<file path="config.mk">
export PLATFORM = sky130hd
export DESIGN_NAME = uart_rx_flat
export DESIGN_NICKNAME = d
export VERILOG_FILES = /design/src/rtl/uart_rx_if.sv /design/src/rtl/uart_rx.sv /design/src/flat_wrapper.sv
export SDC_FILE = /design/constraint.sdc
export NUM_CORES = 1
export LEC_CHECK = 0
export BUFFER_PORTS_ARGS = -buffer_cell sky130_fd_sc_hd__buf_2
export CAP_MARGIN = 20
export CORE_MARGIN = 1
export CORE_UTILIZATION = 50
export DETAILED_ROUTE_END_ITERATION = 12
export GPL_ROUTABILITY_DRIVEN = 0
export MAX_ROUTING_LAYER = met4
export PLACE_DENSITY = 0.76
export SLEW_MARGIN = 10
export SYNTH_ARGS = -nofsm -noshare
export SYNTH_HDL_FRONTEND = slang
export SYNTH_SLANG_ARGS = --single-unit
</file>
<file path="constraint.sdc">
create_clock -name clk -period 4.5 [get_ports clk]
set_input_delay 0.45 -clock clk [delete_from_list [all_inputs] [get_ports clk]]
set_output_delay 0.45 -clock clk [all_outputs]
set_load 0.03 [all_outputs]
</file>
<file path="src/rtl/uart_rx_if.sv">
// Bus-side view of the UART0 receiver: FIFO pop/clear controls and status.
// master = register block, slave = receiver.
interface uart_rx_if #(
  parameter int FIFO_DEPTH = 8
);
  localparam int CNT_W = $clog2(FIFO_DEPTH + 1);

  logic             rd_en;
  logic             clr_err;
  logic [7:0]       rx_data;
  logic             rx_empty;
  logic             rx_full;
  logic [CNT_W-1:0] rx_count;
  logic             overrun;
  logic             frame_err;
  logic             irq;

  modport master (
    output rd_en, clr_err,
    input  rx_data, rx_empty, rx_full, rx_count, overrun, frame_err, irq
  );

  modport slave (
    input  rd_en, clr_err,
    output rx_data, rx_empty, rx_full, rx_count, overrun, frame_err, irq
  );
endinterface

</file>
<file path="src/rtl/uart_rx.sv">
// UART0 receiver: 16x-oversampled 8N1 deserializer feeding a show-ahead byte FIFO.
// Optional macro UART_RX_MAJORITY_VOTE_EN enables 2-of-3 bit voting.
module uart_rx #(
  parameter int CLK_FREQ   = 10_000_000,
  parameter int BAUD       = 9600,
  parameter int FIFO_DEPTH = 8
) (
  input  logic      clk,
  input  logic      rst_n,
  input  logic      rx,
  uart_rx_if.slave  bus
);
  localparam int DIV   = CLK_FREQ / (BAUD * 16);
  localparam int DIV_W = (DIV > 1) ? $clog2(DIV) : 1;
  localparam int PTR_W = (FIFO_DEPTH > 1) ? $clog2(FIFO_DEPTH) : 1;
  localparam int CNT_W = $clog2(FIFO_DEPTH + 1);

  generate
    if (FIFO_DEPTH < 1) begin : g_bad_depth
      $error("uart_rx: FIFO_DEPTH must be at least 1");
    end
    if (DIV < 1) begin : g_bad_div
      $error("uart_rx: CLK_FREQ too low for 16x oversampling at BAUD");
    end
  endgenerate

  typedef enum logic [2:0] {IDLE, START, DATA, STOP, BREAK} state_t;

  state_t           state, state_nx;
  logic             rx_p0, rx_p1, rx_s;
  logic [DIV_W-1:0] div_cnt;
  logic             tick;
  logic [3:0]       sc;
  logic [2:0]       bit_idx;
  logic [7:0]       shreg;
  logic             bit_val;
  logic             shift_en, push, frame_set;

  logic [7:0]       mem [FIFO_DEPTH];
  logic [PTR_W-1:0] wr_ptr, rd_ptr;
  logic [CNT_W-1:0] count;
  logic             overrun_q, frame_err_q;
  logic             pop, full, wr_en, ovr_set;

  assign rx_s = rx_p1;
  assign tick = (state != IDLE) && (div_cnt == DIV_W'(DIV - 1));

`ifdef UART_RX_MAJORITY_VOTE_EN
  // START decides at sc==9, which shifts later bits by two ticks: sc 13..15
  // of each subsequent bit are its mid-bit samples 7..9.
  localparam logic [3:0] START_DEC = 4'd9;
  localparam logic [3:0] BIT_DEC   = 4'd15;

  logic       vote_a, vote_b;
  logic [3:0] vote_first;

  function automatic logic maj3(input logic a, input logic b, input logic c);
    return (a & b) | (a & c) | (b & c);
  endfunction

  assign vote_first = (state == START) ? 4'd7 : 4'd13;

  always_ff @(posedge clk) begin
    if (tick && sc == vote_first)         vote_a <= rx_s;
    if (tick && sc == vote_first + 4'd1)  vote_b <= rx_s;
  end

  assign bit_val = maj3(vote_a, vote_b, rx_s);
`else
  localparam logic [3:0] START_DEC = 4'd7;
  localparam logic [3:0] BIT_DEC   = 4'd15;

  assign bit_val = rx_s;
`endif

  always_comb begin
    state_nx  = state;
    shift_en  = 1'b0;
    push      = 1'b0;
    frame_set = 1'b0;
    case (state)
      IDLE:  if (!rx_s) state_nx = START;
      START: if (tick && sc == START_DEC) state_nx = bit_val ? IDLE : DATA;
      DATA:  if (tick && sc == BIT_DEC) begin
               shift_en = 1'b1;
               if (bit_idx == 3'd7) state_nx = STOP;
             end
      STOP:  if (tick && sc == BIT_DEC) begin
               if (bit_val) begin
                 push     = 1'b1;
                 state_nx = IDLE;
               end else begin
                 frame_set = 1'b1;
                 state_nx  = BREAK;
               end
             end
      BREAK: if (rx_s) state_nx = IDLE;
      default: state_nx = IDLE;
    endcase
  end

  // Stage: synchronizer, baud tick and frame FSM
  always_ff @(posedge clk) begin
    if (!rst_n) begin
      rx_p0   <= 1'b1;
      rx_p1   <= 1'b1;
      state   <= IDLE;
      div_cnt <= '0;
      sc      <= '0;
      bit_idx <= '0;
    end else begin
      rx_p0 <= rx;
      rx_p1 <= rx_p0;
      state <= state_nx;
      if (state == IDLE || tick) div_cnt <= '0;
      else                       div_cnt <= div_cnt + 1'b1;
      if (state_nx != state) sc <= '0;
      else if (tick)         sc <= sc + 4'd1;
      if (state_nx != state) bit_idx <= '0;
      else if (shift_en)     bit_idx <= bit_idx + 3'd1;
    end
  end

  always_ff @(posedge clk) begin
    if (shift_en) shreg <= {bit_val, shreg[7:1]};
  end

  function automatic logic [PTR_W-1:0] ptr_inc(input logic [PTR_W-1:0] p);
    return (p == PTR_W'(FIFO_DEPTH - 1)) ? '0 : p + 1'b1;
  endfunction

  assign pop     = bus.rd_en && (count != '0);
  assign full    = (count == CNT_W'(FIFO_DEPTH));
  assign wr_en   = push && (!full || pop);
  assign ovr_set = push && full && !pop;

  // Stage: FIFO storage and occupancy
  always_ff @(posedge clk) begin
    if (wr_en) mem[wr_ptr] <= shreg;
  end

  always_ff @(posedge clk) begin
    if (!rst_n) begin
      wr_ptr      <= '0;
      rd_ptr      <= '0;
      count       <= '0;
      overrun_q   <= 1'b0;
      frame_err_q <= 1'b0;
    end else begin
      if (wr_en) wr_ptr <= ptr_inc(wr_ptr);
      if (pop)   rd_ptr <= ptr_inc(rd_ptr);
      case ({wr_en, pop})
        2'b10:   count <= count + 1'b1;
        2'b01:   count <= count - 1'b1;
        default: count <= count;
      endcase
      if (ovr_set)          overrun_q <= 1'b1;
      else if (bus.clr_err) overrun_q <= 1'b0;
      if (frame_set)        frame_err_q <= 1'b1;
      else if (bus.clr_err) frame_err_q <= 1'b0;
    end
  end

  // Head is forced to zero when empty so reset need not touch the storage.
  assign bus.rx_data   = (count == '0) ? 8'h00 : mem[rd_ptr];
  assign bus.rx_empty  = (count == '0);
  assign bus.rx_full   = full;
  assign bus.rx_count  = count;
  assign bus.overrun   = overrun_q;
  assign bus.frame_err = frame_err_q;
  assign bus.irq       = (count != '0);
endmodule
</file>
<file path="src/flat_wrapper.sv">
// flat-port wrapper written by rule: the top's interface ports become plain ports
module uart_rx_flat 
#(
  parameter int CLK_FREQ   = 10_000_000,
  parameter int BAUD       = 9600,
  parameter int FIFO_DEPTH = 8
)
  (clk, rst_n, rx, bus_rd_en, bus_clr_err, bus_rx_data, bus_rx_empty, bus_rx_full, bus_rx_count, bus_overrun, bus_frame_err, bus_irq);
  uart_rx_if #(.FIFO_DEPTH(FIFO_DEPTH)) bus_i ();
  input  logic clk;
  input  logic rst_n;
  input  logic rx;
  input wire logic [$bits(bus_i.rd_en)-1:0] bus_rd_en;
  input wire logic [$bits(bus_i.clr_err)-1:0] bus_clr_err;
  output wire logic [$bits(bus_i.rx_data)-1:0] bus_rx_data;
  output wire logic [$bits(bus_i.rx_empty)-1:0] bus_rx_empty;
  output wire logic [$bits(bus_i.rx_full)-1:0] bus_rx_full;
  output wire logic [$bits(bus_i.rx_count)-1:0] bus_rx_count;
  output wire logic [$bits(bus_i.overrun)-1:0] bus_overrun;
  output wire logic [$bits(bus_i.frame_err)-1:0] bus_frame_err;
  output wire logic [$bits(bus_i.irq)-1:0] bus_irq;
  assign bus_i.rd_en = bus_rd_en;
  assign bus_i.clr_err = bus_clr_err;
  assign bus_rx_data = bus_i.rx_data;
  assign bus_rx_empty = bus_i.rx_empty;
  assign bus_rx_full = bus_i.rx_full;
  assign bus_rx_count = bus_i.rx_count;
  assign bus_overrun = bus_i.overrun;
  assign bus_frame_err = bus_i.frame_err;
  assign bus_irq = bus_i.irq;
  uart_rx #(.CLK_FREQ(CLK_FREQ), .BAUD(BAUD), .FIFO_DEPTH(FIFO_DEPTH)) u_core (.clk(clk), .rst_n(rst_n), .rx(rx), .bus(bus_i));
endmodule
</file>
==> results of run 1 <==
[where the power goes]
group / switching [mW] / total [mW] / internal [mW]
registers: 0.00289 / 1.03 / 1.03
logic: 0.0102 / 0.0165 / 0.00633
clock network: 0.346 / 0.562 / 0.216
total: 0.359 / 1.61 / 1.25
[area by class of cell]
cell class              count  area, um2
fillers                   704       3770
flip-flops and latches    106       2840
multi-input cells         175       1510
repair buffers             31        181
well taps                 108        135
clock buffers               9        124
clock inverters             7       67.6
inverters                  13       48.8
[per-layer routing]
layer / vias to the layer above / wire length, um / track usage
met5: - / 0 / -
met4: 0 / 78 / 0.0631
met3: 6 / 235 / 0.0455
met2: 38 / 4070 / 0.311
met1: 1270 / 3280 / 0.212
li1: 1223 / - / -
[registers in the layout, indices dropped and copies added (netlist names), named ones only]
signal                cells
u_core.bit_idx            3
u_core.rd_ptr             3
u_core.wr_ptr             3
u_core.rx_p0              1
u_core.bit_val            1
u_core.bus.overrun        1
u_core.state              3
u_core.mem               64
u_core.shreg              8
u_core.bus.rx_count       4
u_core.bus.frame_err      1
u_core.div_cnt            7
u_core.sc                 4
[layout by cell type, fill, tap and decap left out, drive strengths merged, types with 3 or more instances in the layout]
cell type	count
edfxtp	72
dfxtp	34
buf	31
nor2	24
mux4	16
inv	16
mux2i	15
nor3	12
ha	12
xor2	11
clkbuf	9
nand2	8
a21oi	8
nand3	7
nor4	7
nand2b	5
nand4	5
o21ai	4
clkinv	4
nand3b	3
a211oi	3
or3	3
[kinds of logic (layout without fill, tap and decap cells)]
family                   count (synthesis)  in the layout  synth area share
XOR/XNOR                                13             13            0.0254
flip-flops                             106            106             0.635
AND/OR/NAND/NOR                         91             91             0.121
AO/OA/AOI/OAI                           28             28            0.0436
adder cells (fa/ha/maj)                 12             12            0.0335
buffers and inverters                   28             60            0.0277
multiplexers                            31             31             0.114
[worst max path at each step]
stage,slack (ns),from,to
6_report,1.48,u_core.div_cnt[0]$_SDFF_PP0_,u_core.bus.rx_count[2]$_SDFFE_PN0P_
5_1_grt,1.24,u_core.div_cnt[0]$_SDFF_PP0_,u_core.bus.rx_count[2]$_SDFFE_PN0P_
4_1_cts,1.46,u_core.div_cnt[0]$_SDFF_PP0_,u_core.bus.rx_count[2]$_SDFFE_PN0P_
3_5_place_dp,1.47,u_core.div_cnt[0]$_SDFF_PP0_,u_core.bus.rx_count[2]$_SDFFE_PN0P_
3_3_place_gp,1.62,u_core.div_cnt[0]$_SDFF_PP0_,u_core.bus.rx_count[2]$_SDFFE_PN0P_
2_1_floorplan,1.43,u_core.bus.rx_count[3]$_SDFFE_PN0P_,u_core.bus.rx_count[2]$_SDFFE_PN0P_
[metrics by stage]
stage	utilization	total power [mW]
3_3_place_gp	0.542	1.07
5_1_grt	0.566	1.66
2_1_floorplan	-	1.06
6_report	0.566	1.61
3_5_place_dp	0.542	1.07
4_1_cts	0.564	1.63
==> flow_summary.toml, run 1 <==
[cts]
cts.sinks = 106
cts_tree = "yes"
postCtsHoldBufs = 0
cts_root_buf = "clkbuf_8"
clk_pin_slew_ns = 0.11
cts_buffer_depth = 2
cts_made_buffers = 9
cts_setup_buffers = 0
cts_resized = 0
htreeDepth = 3
worstSkewPairLatency_ns = 0.37

[place]
placed_cells = 432
pre_cts_ws_ns = 1.47
postPlaceCellArea_um2 = 4710
port_buffers = 21
dp_hpwl_um = 5240

[worst_setup_path]
cp-end-kind = "register"
r2r_setup_slack_ns = 1.48
r2r_start = "u_core.div_cnt[0]$_SDFF_PP0_"
worstSetupPathDepth = 12
cp_num_buf_inv = 1
cpMostUsedCell = "ha_1"
cp.arrival_ns = 3.32
path_delay_family = "simple AND/OR/NAND/NOR gates"
required_ns = 4.80
worst_r2r_path_depth = 12
crit_slowest_cell = "and4bb_1"
cp_cell_sequence = "inv_1, ha_1, and4bb_1, nand4_4, or2_1, ha_1, xor2_1, ha_1, a21oi_1, xor2_1, or3_1, a21oi_1"
crit_fanout = 10
slowest_delay_ns = 0.41
cp-start-kind = "register"
path_class = "register to register"
r2r-end = "u_core.bus.rx_count[2]$_SDFFE_PN0P_"

[die]
core-area_um2 = 8680
start_util = 0.516
pin_count = 22
num_rows = 34
die_x_um = 96.6
dieArea_um2 = 9340
die_y_um = 96.6

[global_route]
first_global_vias = 2531
gr-total-overflow = 0
antenna_found_initial = 0
grt_start_max_net_pins = 21
grt_pass1_wl_um = 12700
grt_util_all_layers = 0.183

[detailed_routing]
first_iter_violations = 115
drc_errors = 0
wl_um = 7660
ant_nets = 0
wl_per_cell_um = 17.1
dr.pass1.iters = 4
routed_via_density = 5.65
vias = 2537

[synth]
yosysTopAreaCell = "edfxtp_1"
syn-cell-area_um2 = 4480
synth.distinct_cells = 52
syn_avg_cell_area_um2 = 14.5
ys_seq_area_frac = 0.635
synth_edf_count = 72
syn_nets = 326
synth.most_common_cell = "edfxtp_1"
synth-seq-cells = 106
ys_top_cells_by_count = "edfxtp_1 (72), dfxtp_1 (34), nor2_1 (24)"
synth.top_cell.area_share = 0.483
ys_async_sr_fraction = 0
synth_warnings = 0
synthCells = 309
synthTopCellsByArea = "edfxtp_1 (48%), dfxtp_1 (15%), mux4_2 (8.0%)"
synthFlopType = "edfxtp_1"

[cells_and_area]
layout.cells.non_filler = 449
drive_above_1_share = 0.211
nets = 353
fin_area_um2 = 4910
area_delta_synth_final_pct = 9.67
n_antenna_cell = 0

[job]
cap_violations = 0

[timing]
period_needed_ns = 3.02
fmax_mhz = 331
layout_setup_ws_ns = 1.48
rsz0062_at_grt = "false"
final_hold_viol_count = 0
slew_violations = 0
finalSetupViolCount = 0
timing.final.crit_share = 0.672
fin_skew_ns = 0.0166
fin_tns_setup_ns = 0
slew_headroom = 0.485
tightest_slew_ns = 0.765
holdWs_ns = 0.263

[worst_hold_path]
worstHoldPathType = "input port to register"
whs_path_depth = 2
min_from = "rx"
holdPathEnd = "u_core.rx_p0$_SDFF_PN1_"

[pwr]
leakagePower_nw = 1.73
powerDensity_nw_per_um2 = 328
worst_ir_drop_vdd_mv = 0.191

[outcome]
run_status = "finished clean"
Note: power is estimated with default switching activity, not from simulation.
==> run 2, diff against run 1 <==
ABC_AREA = 1   (was unset)
PLACE_DENSITY = 0.79   (was 0.76)
clock period = 2.6 ns   (was 4.5 ns; I/O delays follow)
==> flow_summary.toml, run 2 <==
[detailed_routing]
dr.max_layer_used = "met4"
dr_wl_met2_um = 4340
wl_um = 8620
dr.pass1.iters = 5
routedLengthMet1_um = 3710
met3_length_um = 405
wl_per_cell_um = 15.3
routed_via_density = 5.47
ant_nets = 0
first_iter_violations = 180
drc_errors = 0
vias = 3093

[die]
pin_count = 22
num_rows = 34
dieArea_um2 = 9450
start_util = 0.517
core-area_um2 = 8760
die_x_um = 97.2
die_y_um = 97.2

[worst_setup_path]
path_delay_family = "adder cells"
slowest_delay_ns = 0.37
required_ns = 2.87
cp_cell_sequence = "ha_1, nand2_2, nor2_4, nand4_4, clkinv_4, nand4_4, ha_2, xor2_2, ha_1, a21oi_1, xnor2_1, o21ai_0, inv_1"
crit_fanout = 11
cp-start-kind = "register"
cp_num_buf_inv = 2
cp.arrival_ns = 2.67
cp-end-kind = "register"
crit_slowest_cell = "dfxtp_1"
path_class = "register to register"

[synth]
syn_nets = 433
syn_avg_cell_area_um2 = 10.9
synth.top_cell.area_share = 0.477
yosysTopAreaCell = "edfxtp_1"
synthFlopType = "edfxtp_1"
ys_top_cells_by_count = "edfxtp_1 (72), nor2_1 (67), o21ai_0 (52)"
synthCells = 416
synth-seq-cells = 106
synth_edf_count = 72
ys_async_sr_fraction = 0
synthTopCellsByArea = "edfxtp_1 (48%), dfxtp_1 (15%), o21ai_0 (5.7%)"
synth.distinct_cells = 35
synth.most_common_cell = "edfxtp_1"
ys_seq_area_frac = 0.627
syn-cell-area_um2 = 4530
synth_warnings = 0

[cells_and_area]
final_cell_mix = "edfxtp_1 (72), nor2_1 (66), o21ai_0 (52)"
final_common_cell = "edfxtp_1"
nets = 469
n_antenna_cell = 0
drive_above_1_share = 0.197
top_regs = "u_core.mem x64, u_core.shreg x8, u_core.div_cnt x7"
num-fill-cells = 724
regMostFlops = "u_core.mem"
utilization = 0.579
area_delta_synth_final_pct = 11.9
largest_reg_flops = 64
fin_area_um2 = 5070

[cts]
cts_setup_buffers = 0
cts_root_buf = "clkbuf_8"
cts.sinks = 106
cts_resized = 0
worstSkewPairLatency_ns = 0.37
cts_made_buffers = 9
clk_pin_slew_ns = 0.09
cts_buffer_depth = 2
htreeDepth = 3
cts_tree = "yes"
postCtsHoldBufs = 0

[timing]
fin_skew_ns = 0.0122
final_hold_viol_count = 0
timing.final.crit_share = 0.925
fin_tns_setup_ns = 0
tightest_slew_ns = 0.562
finalSetupViolCount = 0
fmax_mhz = 416
slew_violations = 0
slew_headroom = 0.625
rsz0062_at_grt = "false"
layout_setup_ws_ns = 0.195
period_needed_ns = 2.41

[place]
port_buffers = 21
dp_hpwl_um = 5850
postPlaceCellArea_um2 = 4840
pre_cts_ws_ns = 0.122

[pwr]
worst_ir_drop_vdd_mv = 0.424
finalPower_mw = 4.36
leakagePower_nw = 1.91
powerDensity_nw_per_um2 = 859

[worst_hold_path]
worstHoldPathType = "input port to register"

[global_route]
grt_pass1_wl_um = 14600
grt_util_all_layers = 0.203
antenna_found_initial = 0
gr-total-overflow = 0
first_global_vias = 3068
grt_start_max_net_pins = 33

[job]
cap_violations = 0

[outcome]
run_status = "finished clean"
run 2: cell types whose count changed after synthesis, moves of 9 or more:
| cell | previous run | this run |
|---|---|---|
| nand2_1 | 8 | 21 |
| nor2_2 | 0 | 10 |
| inv_1 | 12 | 40 |
| a31oi_1 | 0 | 9 |
| o21ai_0 | 4 | 52 |
| mux4_2 | 16 | 0 |
| nor2_1 | 24 | 67 |
| mux2i_1 | 15 | 0 |
run 2: metal layers:
| layer | vias up | GRT usage |
|---|---|---|
| met5 | - | - |
| met3 | 14 | 0.0367 |
| met4 | 0 | 0.0941 |
| met2 | 70 | 0.335 |
| li1 | 1516 | - |
| met1 | 1493 | 0.244 |
run 2: cell type report:
class                           instances  area, um2  share of cell area
Multi-Input combinational cell        254       1490               0.293
Sequential cell                       106       2840               0.560
Tap cell                              108        135              0.0266
Inverter                               45        178              0.0350
Clock buffer                           13        170              0.0335
Timing Repair Buffer                   36        218              0.0429
Clock inverter                          3       43.8             0.00863
run 2: worst paths after layout:
check,startpoint,cells past startpoint,slack (ns),end
min reg2reg,u_core.rx_p0$_SDFF_PN1_,1,0.42,u_core.bit_val$_SDFF_PN1_
max reg2reg,u_core.sc[0]$_SDFFE_PP0P_,13,0.19,u_core.bus.rx_count[2]$_SDFFE_PN0P_
min,rx,2,0.08,u_core.rx_p0$_SDFF_PN1_
max,u_core.sc[0]$_SDFFE_PP0P_,13,0.19,u_core.bus.rx_count[2]$_SDFFE_PN0P_
run 2: stage by stage:
| step | hold WS (ns) | cells |
|---|---|---|
| after detailed placement | 0.397 | 549 |
| after global routing | 0.0755 | 565 |
| final | 0.0838 | 565 |
| after CTS | 0.0707 | 565 |
| after global placement | 0.396 | 549 |
| after floorplan | 0.367 | 416 |
run 2: logic make-up after synthesis:
| family | share of synthesized area |
|---|---|
| buffers and inverters | 0.0478 |
| adders and majority gates | 0.0331 |
| and+or+nand+nor | 0.174 |
| xor gates and xnor gates | 0.0155 |
| muxes | 0.00248 |
| DFF | 0.627 |
| AOI/OAI and AO/OA | 0.0997 |
run 2: report_power, final:
| group | switching, mW | internal (mW) | total (mW) |
|---|---|---|---|
| Combinational | 0.993 | 0.401 | 1.39 |
| Sequential | 0.0633 | 1.84 | 1.90 |
| Clock | 0.528 | 0.533 | 1.06 |
==> run 3, diff against run 2 <==
ABC_AREA = unset   (was 1)
==> flow_summary.toml, run 3 (synthesis gave the netlist of run 1 again) <==
[worst_setup_path]
cp-start-kind = "register"
crit_fanout = 4
slowest_delay_ns = 0.36
worst_r2r_path_depth = 11
cp_cell_sequence = "ha_2, and4bb_2, nand4_4, or2_4, ha_4, xor2_1, ha_1, a21oi_1, xor2_1, or3_1, a21oi_1"
crit_slowest_cell = "dfxtp_2"
cp-end-kind = "register"
path_class = "register to register"
cp.arrival_ns = 2.77
required_ns = 2.90

[die]
die_x_um = 96.6
start_util = 0.516
num_rows = 34
die_y_um = 96.6
core-area_um2 = 8680
pin_count = 22
dieArea_um2 = 9340

[pwr]
leakagePower_nw = 1.79
p_int_mw = 2.16
powerDensity_nw_per_um2 = 549
p_sw_uw = 597
power_frac_seq = 0.645
p_clk_frac = 0.342
swShare = 0.216
p_comb_frac = 0.013
worst_ir_drop_vdd_mv = 0.384

[timing]
rsz0062_at_grt = "false"
timing.final.crit_share = 0.952
final_hold_viol_count = 0
finalSetupViolCount = 0
period_needed_ns = 2.47
holdWs_ns = 0.0703
slew_violations = 0
tightest_slew_ns = 0.622
fin_skew_ns = 0.00896
slew_headroom = 0.585
fmax_mhz = 404

[detailed_routing]
vias = 2571
wl_per_cell_um = 16.8
drc_errors = 0
first_iter_violations = 135
wl_um = 7750
routed_via_density = 5.58
ant_nets = 0
dr.pass1.iters = 4

[place]
postPlaceCellArea_um2 = 4830
port_buffers = 21
dp_hpwl_um = 5070

[global_route]
gr-total-overflow = 0
grt_start_max_net_pins = 20
grt_util_all_layers = 0.182
first_global_vias = 2519
antenna_found_initial = 0
grt_pass1_wl_um = 12600

[cts]
worstSkewPairLatency_ns = 0.37
clk_pin_slew_ns = 0.10
htreeDepth = 3
cts.sinks = 106
cts_buffer_depth = 2
cts_made_buffers = 9
cts_tree = "yes"
postCtsHoldBufs = 0
cts_root_buf = "clkbuf_8"

[outcome]
run_status = "finished clean"

[job]
cap_violations = 0

[cells_and_area]
largest_reg_flops = 64
n_antenna_cell = 0
nets = 365
regMostFlops = "u_core.mem"
final_cell_mix = "edfxtp_1 (72), dfxtp_1 (28), nor2_1 (24)"
num-fill-cells = 689
fin_area_um2 = 5030
area_delta_synth_final_pct = 12.3
final_common_cell = "edfxtp_1"
top_regs = "u_core.mem x64, u_core.shreg x8, u_core.div_cnt x7"
drive_above_1_share = 0.263

[worst_hold_path]
worstHoldPathType = "input port to register"
whs_path_depth = 2
run 3: changes by cell type in the layout (fill, tap and decap cells not counted), moves of 7 or more:
cell and change:
a31oi_1 -9, buf_4 +7, inv_1 -27, mux2i_1 +15, mux4_2 +16, nand2_1 -14
nor2_1 -42, nor2_2 -11, nor3_1 +7, o21ai_0 -48, o22ai_1 -7, xor2_1 +8
run 3: per-stage QoR:
stage	utilization	setup TNS (ns)	setup WS, ns	instances	total power [mW]
2_1_floorplan	-	-0.582	-0.0122	309	1.84
3_3_place_gp	0.556	0	0.131	444	1.85
3_5_place_dp	0.556	0	0.0906	444	1.85
4_1_cts	0.577	0	0.0626	460	2.78
5_1_grt	0.579	0	0.00454	461	2.86
6_report	0.579	0	0.126	461	2.76
run 3: cell type report:
cell class	instances	area, um2	share of cell area
tap	108	135	0.0269
sequential	106	2850	0.567
multi-input combinational	175	1540	0.306
inverter	13	48.8	0.00971
timing repair buffer	43	270	0.0538
clock buffer	10	128	0.0254
clock inverter	6	56.3	0.0112
run 3: path summary, 6_finish.rpt:
check                             from                             endpoint  slack (ns)
min reg2reg    u_core.rx_p0$_SDFF_PN1_            u_core.bit_val$_SDFF_PN1_        0.42
min                                 rx              u_core.rx_p0$_SDFF_PN1_        0.07
max reg2reg  u_core.sc[0]$_SDFFE_PP0P_  u_core.bus.rx_count[2]$_SDFFE_PN0P_        0.13
max          u_core.sc[0]$_SDFFE_PP0P_  u_core.bus.rx_count[2]$_SDFFE_PN0P_        0.13
run 3: metal layers:
layer	wire, um	track usage	vias up
li1	-	-	1248
met1	3330	0.227	1247
met2	3890	0.291	70
met3	468	0.0527	6
met4	60	0.0505	0
met5	0	-	-
run 3: power groups by stage:
stage	Sequential [mW]	Clock [mW]	Combinational (mW)
CTS	1.78	0.968	0.0360
detailed placement	1.82	0	0.0359
finish	1.78	0.943	0.0361
floorplan	1.82	0	0.0247
global route	1.78	1.04	0.0401
global placement	1.82	0	0.0349
run 3: worst max-delay path, delay by kind of cell (launching register included):
family / cells / cell delay (ns)
compound gates: 2 / 0.28
simple gates: 4 / 0.99
flops: 1 / 0.36
fa+ha+maj: 3 / 0.56
xor+xnor: 2 / 0.23
run 3: what timing repair did:
item / in CTS / in global routing
setup endpoints to repair: 0 / 2
setup buffers: 0 / 1
gates resized for setup: 0 / 5
